`config.mk`:
```
export PLATFORM = sky130hd
export DESIGN_NAME = demux16_router_flat
export DESIGN_NICKNAME = d
export VERILOG_FILES = /design/src/rtl/demux16_router_if.sv /design/src/rtl/demux16_router.sv /design/src/flat_wrapper.sv
export SDC_FILE = /design/constraint.sdc
export NUM_CORES = 1
export LEC_CHECK = 0
export ABC_AREA = 1
export CORE_MARGIN = 8
export CORE_UTILIZATION = 41
export CTS_CLUSTER_SIZE = 12
export DETAILED_ROUTE_END_ITERATION = 12
export PLACE_DENSITY = 0.75
export SLEW_MARGIN = 15
export SYNTH_ARGS = -nofsm -noshare
export SYNTH_HDL_FRONTEND = slang
export SYNTH_SLANG_ARGS = --single-unit
```
`constraint.sdc`:
```
create_clock -name clk -period 1 [get_ports clk]
set_input_delay 0.2 -clock clk [delete_from_list [all_inputs] [get_ports clk]]
set_output_delay 0.2 -clock clk [all_outputs]
set_load 0.05 [all_outputs]
```
`src/rtl/demux16_router_if.sv`:
```
// Handshake bundle for demux16_router: one producer-facing input channel,
// two consumer-facing output channels and the per-output transfer counters.
interface demux16_router_if #(
  parameter int WIDTH = 16,
  parameter int CNT_W = 8
);
  logic             in_valid;
  logic             in_ready;
  logic             in_sel;
  logic [WIDTH-1:0] in_data;

  logic             out0_valid;
  logic             out0_ready;
  logic [WIDTH-1:0] out0_data;

  logic             out1_valid;
  logic             out1_ready;
  logic [WIDTH-1:0] out1_data;

  logic [CNT_W-1:0] cnt0;
  logic [CNT_W-1:0] cnt1;

  // Environment side: the producer and both consumers.
  modport master (
    output in_valid, in_sel, in_data, out0_ready, out1_ready,
    input  in_ready, out0_valid, out0_data, out1_valid, out1_data, cnt0, cnt1
  );

  // Router side.
  modport slave (
    input  in_valid, in_sel, in_data, out0_ready, out1_ready,
    output in_ready, out0_valid, out0_data, out1_valid, out1_data, cnt0, cnt1
  );
endinterface

```
`src/rtl/demux16_router.sv`:
```
// 1-to-2 registered demultiplexer: each accepted word lands in the one-entry
// holding register of the output chosen by in_sel, with per-output counters.
module demux16_router #(
  parameter int WIDTH = 16,
  parameter int CNT_W = 8
) (
  input  logic            clk,
  input  logic            rst_n,
  demux16_router_if.slave bus
);

  logic [1:0]            valid_q;
  logic [1:0][WIDTH-1:0] data_q;
  logic [1:0][CNT_W-1:0] cnt_q;

  logic [1:0] ready;
  logic [1:0] free;
  logic [1:0] take;
  logic [1:0] load;
  logic       in_ready_c;

  // A slot is free when empty or being drained this cycle, so a full slot
  // can reload on the same edge it empties (one word per cycle per output).
  always_comb begin
    // NOTE: every always_comb output gets a default first so no path leaves it unassigned and infers a latch.
    load       = '0;
    ready      = {bus.out1_ready, bus.out0_ready};
    free       = ~valid_q | ready;
    take       = valid_q & ready;
    in_ready_c = bus.in_sel ? free[1] : free[0];
    if (bus.in_valid && in_ready_c) begin
      load = bus.in_sel ? 2'b10 : 2'b01;
    end
  end

  // NOTE: the holding registers are reset as well because reset must clear the visible output data, not just the valids.
  always_ff @(posedge clk or negedge rst_n) begin
    if (!rst_n) begin
      valid_q <= '0;
      data_q  <= '0;
      cnt_q   <= '0;
    end else begin
      for (int k = 0; k < 2; k++) begin
        // NOTE: non-blocking assignments keep every register sampling pre-edge values regardless of statement order.
        if (load[k]) begin
          valid_q[k] <= 1'b1;
          data_q[k]  <= bus.in_data;
        end else if (take[k]) begin
          valid_q[k] <= 1'b0;
        end
        if (take[k]) begin
          cnt_q[k] <= cnt_q[k] + CNT_W'(1);
        end
      end
    end
  end

  assign bus.in_ready   = in_ready_c;
  assign bus.out0_valid = valid_q[0];
  assign bus.out0_data  = data_q[0];
  assign bus.out1_valid = valid_q[1];
  assign bus.out1_data  = data_q[1];
  assign bus.cnt0       = cnt_q[0];
  assign bus.cnt1       = cnt_q[1];

endmodule
```
`src/flat_wrapper.sv`:
```
// flat-port wrapper written by rule: the top's interface ports become plain ports
module demux16_router_flat 
#(
  parameter int WIDTH = 16,
  parameter int CNT_W = 8
)
  (clk, rst_n, bus_in_valid, bus_in_sel, bus_in_data, bus_out0_ready, bus_out1_ready, bus_in_ready, bus_out0_valid, bus_out0_data, bus_out1_valid, bus_out1_data, bus_cnt0, bus_cnt1);
  demux16_router_if #(.WIDTH(WIDTH), .CNT_W(CNT_W)) bus_i ();
  input  logic clk;
  input  logic rst_n;
  input wire logic [$bits(bus_i.in_valid)-1:0] bus_in_valid;
  input wire logic [$bits(bus_i.in_sel)-1:0] bus_in_sel;
  input wire logic [$bits(bus_i.in_data)-1:0] bus_in_data;
  input wire logic [$bits(bus_i.out0_ready)-1:0] bus_out0_ready;
  input wire logic [$bits(bus_i.out1_ready)-1:0] bus_out1_ready;
  output wire logic [$bits(bus_i.in_ready)-1:0] bus_in_ready;
  output wire logic [$bits(bus_i.out0_valid)-1:0] bus_out0_valid;
  output wire logic [$bits(bus_i.out0_data)-1:0] bus_out0_data;
  output wire logic [$bits(bus_i.out1_valid)-1:0] bus_out1_valid;
  output wire logic [$bits(bus_i.out1_data)-1:0] bus_out1_data;
  output wire logic [$bits(bus_i.cnt0)-1:0] bus_cnt0;
  output wire logic [$bits(bus_i.cnt1)-1:0] bus_cnt1;
  assign bus_i.in_valid = bus_in_valid;
  assign bus_i.in_sel = bus_in_sel;
  assign bus_i.in_data = bus_in_data;
  assign bus_i.out0_ready = bus_out0_ready;
  assign bus_i.out1_ready = bus_out1_ready;
  assign bus_in_ready = bus_i.in_ready;
  assign bus_out0_valid = bus_i.out0_valid;
  assign bus_out0_data = bus_i.out0_data;
  assign bus_out1_valid = bus_i.out1_valid;
  assign bus_out1_data = bus_i.out1_data;
  assign bus_cnt0 = bus_i.cnt0;
  assign bus_cnt1 = bus_i.cnt1;
  demux16_router #(.WIDTH(WIDTH), .CNT_W(CNT_W)) u_core (.clk(clk), .rst_n(rst_n), .bus(bus_i));
endmodule
```
Word level (Yosys, flattened, before mapping)
Cells that the tools add are included.

word-level totals
  register bits after elaboration = 50
  output and inout port bits = 51
  logic and storage cells = 21

cells by class
  add/subtract/negate cells = 2
  multiplexer cells = 7
  bitwise operators = 3
  reductions and logical operators = 3

operator list
  operator               number
  $add A8 B1 Y8 const B  2
  $mux W1                5
  $mux W2                2
  $reduce_bool A2 Y1     2
  $and A2 B2 Y2          1
  $not A2 Y2             1
  $or A2 B2 Y2           1
  $logic_and A1 B1 Y1    1

Longest topological paths before layout
Gate-level depths: netlist (run 1).

  depth after elaboration = 6
  depth in mapped cells = 7
  gate-level depth less buffers = 7

Least setup slack after synthesis (run 1)
No wires, ideal clock.

  path kind = flip-flop to output port
  start = register u_core.valid_q[0]
  end = output bus_in_ready
  data arrival time = 1609 ps
  data required time = 800 ps
  path slack = -809 ps
  stages on the path, launching flop included = 4
  path buffers = 0
  cell sequence = dfrtp_1 > nand2_2 > nor2_1 > a31oi_1

on the way
  cells in the longest elaborated chain, start to end = 3

RTL lines
  item                              line                  RTL
  start: declaration                demux16_router.sv:12  logic [1:0] valid_q;
  start signal: assignment          demux16_router.sv:39  valid_q <= '0;
  start signal: indexed assignment  demux16_router.sv:46  valid_q[k] <= 1'b1;
  start signal: indexed assignment  demux16_router.sv:49  valid_q[k] <= 1'b0;
  $not A2 Y2                        demux16_router.sv:28  free = ~valid_q | ready;
  $or A2 B2 Y2                      demux16_router.sv:28
  $mux W1                           demux16_router.sv:30  in_ready_c = bus.in_sel ? free[1] : free[0];
  end: declaration                  flat_wrapper.sv:16    output wire logic [$bits(bus_i.in_ready)-1:0] bus_in_ready;

Every way passes these cells.

Worst setup path after layout (run 1)
Same ends and word-level chain as after synthesis.

==> out/metrics.cfg, run 1 <==
[worst_setup_path]
start_kind = flip-flop
worstPathMaxFanout = 2
crit_arrival_ps = 1210
critPathKind = reg2out
worst_setup_path_end_kind = output pin
required_ps = 800

[global_routing]
grt_max_degree = 51
track_usage_pct = 17.1
grt_pass1_wl_mm = 10.2
gr-total-overflow = 0
grt_pass1_vias = 2089
antenna_found_initial = 1

[cts]
clock_latency_ps = 320
cts_root_buf = clkbuf_8
cts_buffer_depth = 2
htreeDepth = 2
cts.sinks = 50
numCtsBuffers = 5
cts.reportedPaths.clkPinSlew_ps = 100
cts_tree = yes

[layout]
seq_area_sq_mm = 0.00128
final_area_sq_mm = 0.00467
area.growth.synth_to_final_pct = 115
final_layout_size_suffix_gt1_share_pct = 67.7
multi_input_area_sq_mm = 0.00104
final_util_pct = 91.4
nFillCells = 178
nNetsFinal = 395

[power]
total_power_mw = 10.8
p_leak_nw = 2.26
peakVddDrop_v = 0.00206
cellPowerDensity_mw_per_mm2 = 2320

[timing]
worst_pin_slew_ps = 278
fin_ws_ps = -413
maxSlewViolCount = 0
worst_slew_margin_rel_pct = 81.5
layout_min_cycle_time_ps = 1410
period_share_pct = 141
fmax_mhz = 708
fin_skew_ps = 12.8
hold_viol = 0
rsz0062_at_grt = true
setup_viol = 100

[min_path]
hold_path_class = in2async

[routing]
firstDrtPassIters = 4
routedWlPerCell_um = 18.7
vias = 2158
wirelength_mm = 8.27
drc = 0
via_per_inst = 4.87
ant_nets = 0
first_iter_violations = 51

[yosys]
synth_fp_nets = 238
syn_area_sq_mm = 0.00217
ys_warn_count = 0
yosysSeqAreaShare_pct = 57.8
syn_inst = 214
synth_cell_types = 24
syn_area_per_cell_sq_um = 10.1
ys_ff_latch = 50

[placed_design]
numPortBuffers = 72
finalWeightedCongestion = 0.712
dp_hpwl_mm = 4.13
postPlaceCellArea_sq_mm = 0.00375

[status]
outcome = finished with violations
violations = setup timing

[floorplanning]
die_h_um = 88.7
die_area_sq_mm = 0.00786
io_pins = 73
row_count = 26
core_area_sq_mm = 0.00511
start_util_pct = 42.4
die_w_um = 88.7

[run]
max_cap_viol_count = 0

[power by group]
part	total, mW	switching [mW]	internal [mW]	leakage (nW)
Combinational	6.35	3.07	3.28	1.62
Sequential	2.99	0.499	2.49	0.593
Clock	1.49	0.745	0.748	0.0514
Total	10.8	4.32	6.52	2.26
[placed cells by master (no fill, tap or decap), drive strengths merged]
cell / synthesis / layout
clkbuf: 0 / 7
nand4: 2 / 2
dlygate4sd3: 0 / 1
xnor2: 4 / 4
nor2: 10 / 10
a21oi: 1 / 1
xor2: 4 / 4
buf: 6 / 134
nand3: 4 / 4
mux2: 1 / 1
diode: 0 / 1
clkinvlp: 0 / 1
o21ai: 34 / 34
bufinv: 0 / 1
dlygate4sd2: 0 / 3
ha: 2 / 2
inv: 30 / 30
a31oi: 1 / 1
clkdlybuf4s50: 0 / 17
dfrtp: 50 / 50
nand3b: 4 / 4
nand2: 61 / 61
[sequential cells by signal, summed over array words and instances (netlist names)]
register,count
u_core.bus.cnt0,8
u_core.bus.out0_data,16
u_core.bus.out1_data,16
u_core.bus.cnt1,8
u_core.valid_q,2
[stage by stage]
step                instances  hold WS (ps)  worst slack (ps)  setup TNS, ps
finish                    443           402              -413         -20900
global route              443           436              -458         -24010
CTS                       425           430              -406         -17020
detailed placement        370           210              -503         -20620
global placement          370           207              -464         -19250
floorplan                 214         -95.6              -231          -6620
[layer usage]
metal	vias up	global-route usage (%)	wire length (um)	part of all wire (%)
li1	981	-	-	-
met1	1080	18.8	3020	37
met2	79	30.5	4590	56
met3	18	5.01	430	5.2
met4	0	5.53	223	2.7
met5	-	0	0	0
[synthesized netlist by cell type]
cell      instances  area (sq um)
nand3_1           3          15.0
nand3_4           1          17.5
xor2_1            4          35.0
a21oi_1           1          5.00
inv_1            28           105
nor2_2            2          12.5
nand2_1          56           210
o21ai_1          18          90.1
xnor2_1           4          35.0
nand3b_1          2          15.0
nand3b_4          1          20.0
nor2_4            2          22.5
ha_1              2          25.0
inv_2             2          7.51
nand2_2           5          31.3
mux2_2            1          11.3
nand4_1           2          12.5
dfrtp_1          50          1250
nor2_1            6          22.5
buf_4             1          7.51
o21ai_2          16           140
buf_6             5          56.3
nand3b_2          1          11.3
a31oi_1           1          6.26
[what timing repair did]
| action | CTS | global route |
|---|---|---|
| hold endpoints to repair | 50 | 0 |
| endpoints found under the setup margin | 95 | 100 |
| hold buffers | 1 | 0 |
| buffers inserted | 45 | 18 |
| gates resized for setup | 46 | 38 |
| cloned | 2 | 1 |
| pin swaps | 5 | 8 |
[area by class of cell]
cell class,count,share of cell area [%]
Sequential cell,50,27.4
Tap cell,70,1.88
Clock inverter,2,0.804
Antenna cell,1,0.0536
Timing Repair Buffer,156,43.5
Inverter,30,2.47
Multi-Input combinational cell,128,22.4
Clock buffer,6,1.55
[critical path, stage by stage (launching register included)]
cell     delay (ps)
dfrtp_2         440
nand2_4          70
nor2_2           40
a31oi_4         180
buf_12          160
[kinds of logic after synthesis]
logic type / Yosys count / share of synthesized area, %
adders and majority gates: 2 / 1.16
xor gates and xnor gates: 8 / 3.23
AOI/OAI and AO/OA: 36 / 11.1
DFF: 50 / 57.8
muxes: 1 / 0.520
buffers and inverters: 36 / 8.15
and+or+nand+nor: 81 / 18.0
[path summary, 6_finish.rpt]
kind                                         start                      end  slack (ps)  cells past startpoint
max in group asynchronous                    rst_n        u_core.valid_q[1]         320                      3
min                                          rst_n  u_core.bus.out0_data[9]         400                      3
min reg2reg                u_core.bus.out0_data[9]  u_core.bus.out0_data[9]         570                      2
max reg2reg                      u_core.valid_q[1]  u_core.bus.out1_data[8]        -380                      7
max                              u_core.valid_q[0]             bus_in_ready        -410                      4
min in group clk                    bus_out1_ready       u_core.bus.cnt1[0]         440                      3
Power figures use the tool's default switching activity.
==> run 2, diff against run 1 <==
--- a/config.mk
+++ b/config.mk
@@ -10,6 +10,7 @@
 export CORE_UTILIZATION = 41
 export CTS_CLUSTER_SIZE = 12
 export DETAILED_ROUTE_END_ITERATION = 12
+export HOLD_SLACK_MARGIN = 0.1
 export PLACE_DENSITY = 0.75
 export SLEW_MARGIN = 15
 export SYNTH_ARGS = -nofsm -noshare
==> results of run 2 <==
No change in the layout: final DEF, timing and power equal those of run 1.
==> run 3, diff against run 2 <==
--- a/config.mk
+++ b/config.mk
@@ -12,6 +12,7 @@
 export DETAILED_ROUTE_END_ITERATION = 12
 export HOLD_SLACK_MARGIN = 0.1
 export PLACE_DENSITY = 0.75
+export SETUP_SLACK_MARGIN = 0.02
 export SLEW_MARGIN = 15
 export SYNTH_ARGS = -nofsm -noshare
 export SYNTH_HDL_FRONTEND = slang
==> run 3 against run 2 <==
Compared with the run above:
- the run still ends with setup timing left
- critical path type is now reg2reg
- clock power about the same
- maximum frequency down 0.85%
- clock skew grew 5.9 ps
- highest routed layer unchanged
==> out/metrics.cfg, run 3 (same netlist as run 1, synthesis figures left out) <==
[global_routing]
grt_busiest_layer = met2
gr-total-overflow = 0  ; unchanged
use_met2_pct = 32.0  ; +1.5 points
use_met1_pct = 19.1  ; +0.26 points
grt_max_degree = 51  ; unchanged
grt_pass1_vias = 2155  ; +3.2%
track_usage_pct = 17.4  ; +0.34 points
antenna_found_initial = 1  ; unchanged
grt_use_met3_pct = 3.90  ; -1.1 points
grt_pass1_wl_mm = 10.5  ; +2.7%

[placed_design]
finalWeightedCongestion = 0.712  ; unchanged
numPortBuffers = 72  ; unchanged
dp_hpwl_mm = 4.13  ; unchanged

[power]
total_power_mw = 10.8  ; about the same
peakVddDrop_v = 0.00193  ; -6.3%
cellPowerDensity_mw_per_mm2 = 2320  ; -0.20%
p_leak_nw = 2.27  ; +0.37%
pwr-share-clk_pct = 13.6  ; -0.2 points
seqPwrFrac_pct = 27.7  ; about the same
swShare_pct = 39.8  ; about the same
comb_power_share_pct = 58.7  ; about the same
p_int_mw = 6.52  ; about the same
p_switching_mw = 4.31  ; about the same

[cts]
numCtsBuffers = 5  ; unchanged
cts_tree = yes
cts_root_buf = clkbuf_8
cts.sinks = 50  ; unchanged
clock_latency_ps = 310  ; about the same
cts.reportedPaths.clkPinSlew_ps = 120  ; +20 ps
htreeDepth = 2  ; unchanged
cts_buffer_depth = 2  ; unchanged

[routing]
via_per_inst = 4.91  ; +0.75%
first_iter_violations = 91  ; +78%
drc = 0  ; unchanged
routedWlPerCell_um = 19.9  ; +6.8%
firstDrtPassIters = 4  ; unchanged
ant_nets = 0  ; unchanged
wirelength_mm = 8.87  ; +7.3%
vias = 2184  ; +1.2%

[layout]
nNetsFinal = 397  ; +0.51%
final_layout_size_suffix_gt1_share_pct = 67.1  ; -0.63 points
final_common_cell = buf_4
area.growth.synth_to_final_pct = 116
final_cell_mix = 59 x buf_4, 55 x buf_12, 31 x dfrtp_1

[worst_setup_path]
cp_slowest_stage_delay_ps = 520  ; +80 ps
start_kind = flip-flop
r2r_slack_ps = -430  ; -50 ps
crit_arrival_ps = 1610  ; +400 ps
worstPathMaxFanout = 22  ; +20
worst_setup_path_end_kind = flip-flop
cpMaxStageDelayCell = dfrtp_4
critPathKind = reg2reg
required_ps = 1190  ; +390 ps
crit_path_cell_trace = buf_4, buf_6, nand2_4, nand3_4, buf_12, nand2_2, o21ai_2

[timing]
setup_viol = 101  ; +1.0%
whs_ps = 437  ; +34.9 ps
rsz0062_at_grt = true
period_share_pct = 143  ; +1.2 points
worst_pin_slew_ps = 277  ; -1.04 ps
maxSlewViolCount = 0  ; unchanged
fin_ws_ps = -425  ; -12.1 ps
worst_slew_margin_rel_pct = 81.5  ; about the same
hold_viol = 0  ; unchanged
fmax_mhz = 702  ; -0.85%
fin_skew_ps = 18.7  ; +5.93 ps
layout_min_cycle_time_ps = 1430  ; +12.1 ps

[floorplanning]
io_pins = 73  ; unchanged
die_area_sq_mm = 0.00786  ; unchanged
core_area_sq_mm = 0.00511  ; unchanged
row_count = 26  ; unchanged
die_h_um = 88.7  ; unchanged
die_w_um = 88.7  ; unchanged
start_util_pct = 42.4  ; unchanged

[run]
max_cap_viol_count = 0  ; unchanged

[status]
outcome = finished with violations
violations = setup timing

[min_path]
hold_path_class = in2async

## run 3: path summary, 6_finish.rpt
kind / startpoint / end / cells after the start
worst max-delay path: u_core.valid_q[1] / u_core.bus.out1_data[8] / 7
worst min-delay path: rst_n / u_core.bus.out0_data[5] / 3
worst max register to register: u_core.valid_q[1] / u_core.bus.out1_data[8] / 7
worst min register to register: u_core.bus.out0_data[5] / u_core.bus.out0_data[5] / 2
max in group asynchronous: rst_n / u_core.valid_q[1] / 3
min in group clk: bus_in_data[14] / u_core.bus.out1_data[14] / 3
## run 3: critical path, delay by kind of cell (launching register included)
family	cells	cell delay, ps
DFF	1	520
buffers and inverters	3	470
and+or+nand+nor	3	250
AOI/OAI and AO/OA	1	70
## run 3: layer usage
layer | share of wire, % | wire length (um) | vias up
met5 | 0 | 0 | -
met4 | 2.6 | 231 | 0
met3 | 4.3 | 381 | 21
met2 | 57 | 5040 | 78
met1 | 36 | 3220 | 1097
li1 | - | - | 988
## run 3: stage by stage
step	setup WS, ps	instances	setup TNS (ps)	area, sq um	util, %
after CTS	-406	426	-17110	4410	86.3
final	-425	445	-21240	4670	91.5
after detailed placement	-503	370	-20620	3750	73.5
after floorplan	-231	214	-6620	2320	-
after global routing	-465	445	-24190	4670	91.5
after global placement	-464	370	-19250	3750	73.5
## run 3: timing repair
action                     4_1_cts  5_1_grt
pin swaps                        5        4
resized for setup               49       33
setup buffers                   45       19
hold endpoints to repair        50        0
setup endpoints to repair       97      100
hold buffers                     1        0
gates cloned                     2        1
## run 3: layout make-up
class / instances / area [sq um]
diodes: 1 / 2.50
inverters: 30 / 115
well taps: 70 / 87.6
flip-flops and latches: 50 / 1280
clock inverters: 2 / 37.5
multi-input cells: 128 / 1030
repair buffers: 158 / 2050
fillers: 179 / 434
clock buffers: 6 / 72.6
## run 3: power groups by stage
stage          clock network [mW]  registers, mW  logic (mW)
2_1_floorplan                   0           4.42       0.801
3_3_place_gp                    0           3.02        4.77
3_5_place_dp                    0           3.05        4.85
4_1_cts                      1.46           2.94        5.89
5_1_grt                      1.56           3.04        6.61
6_report                     1.48           3.00        6.36
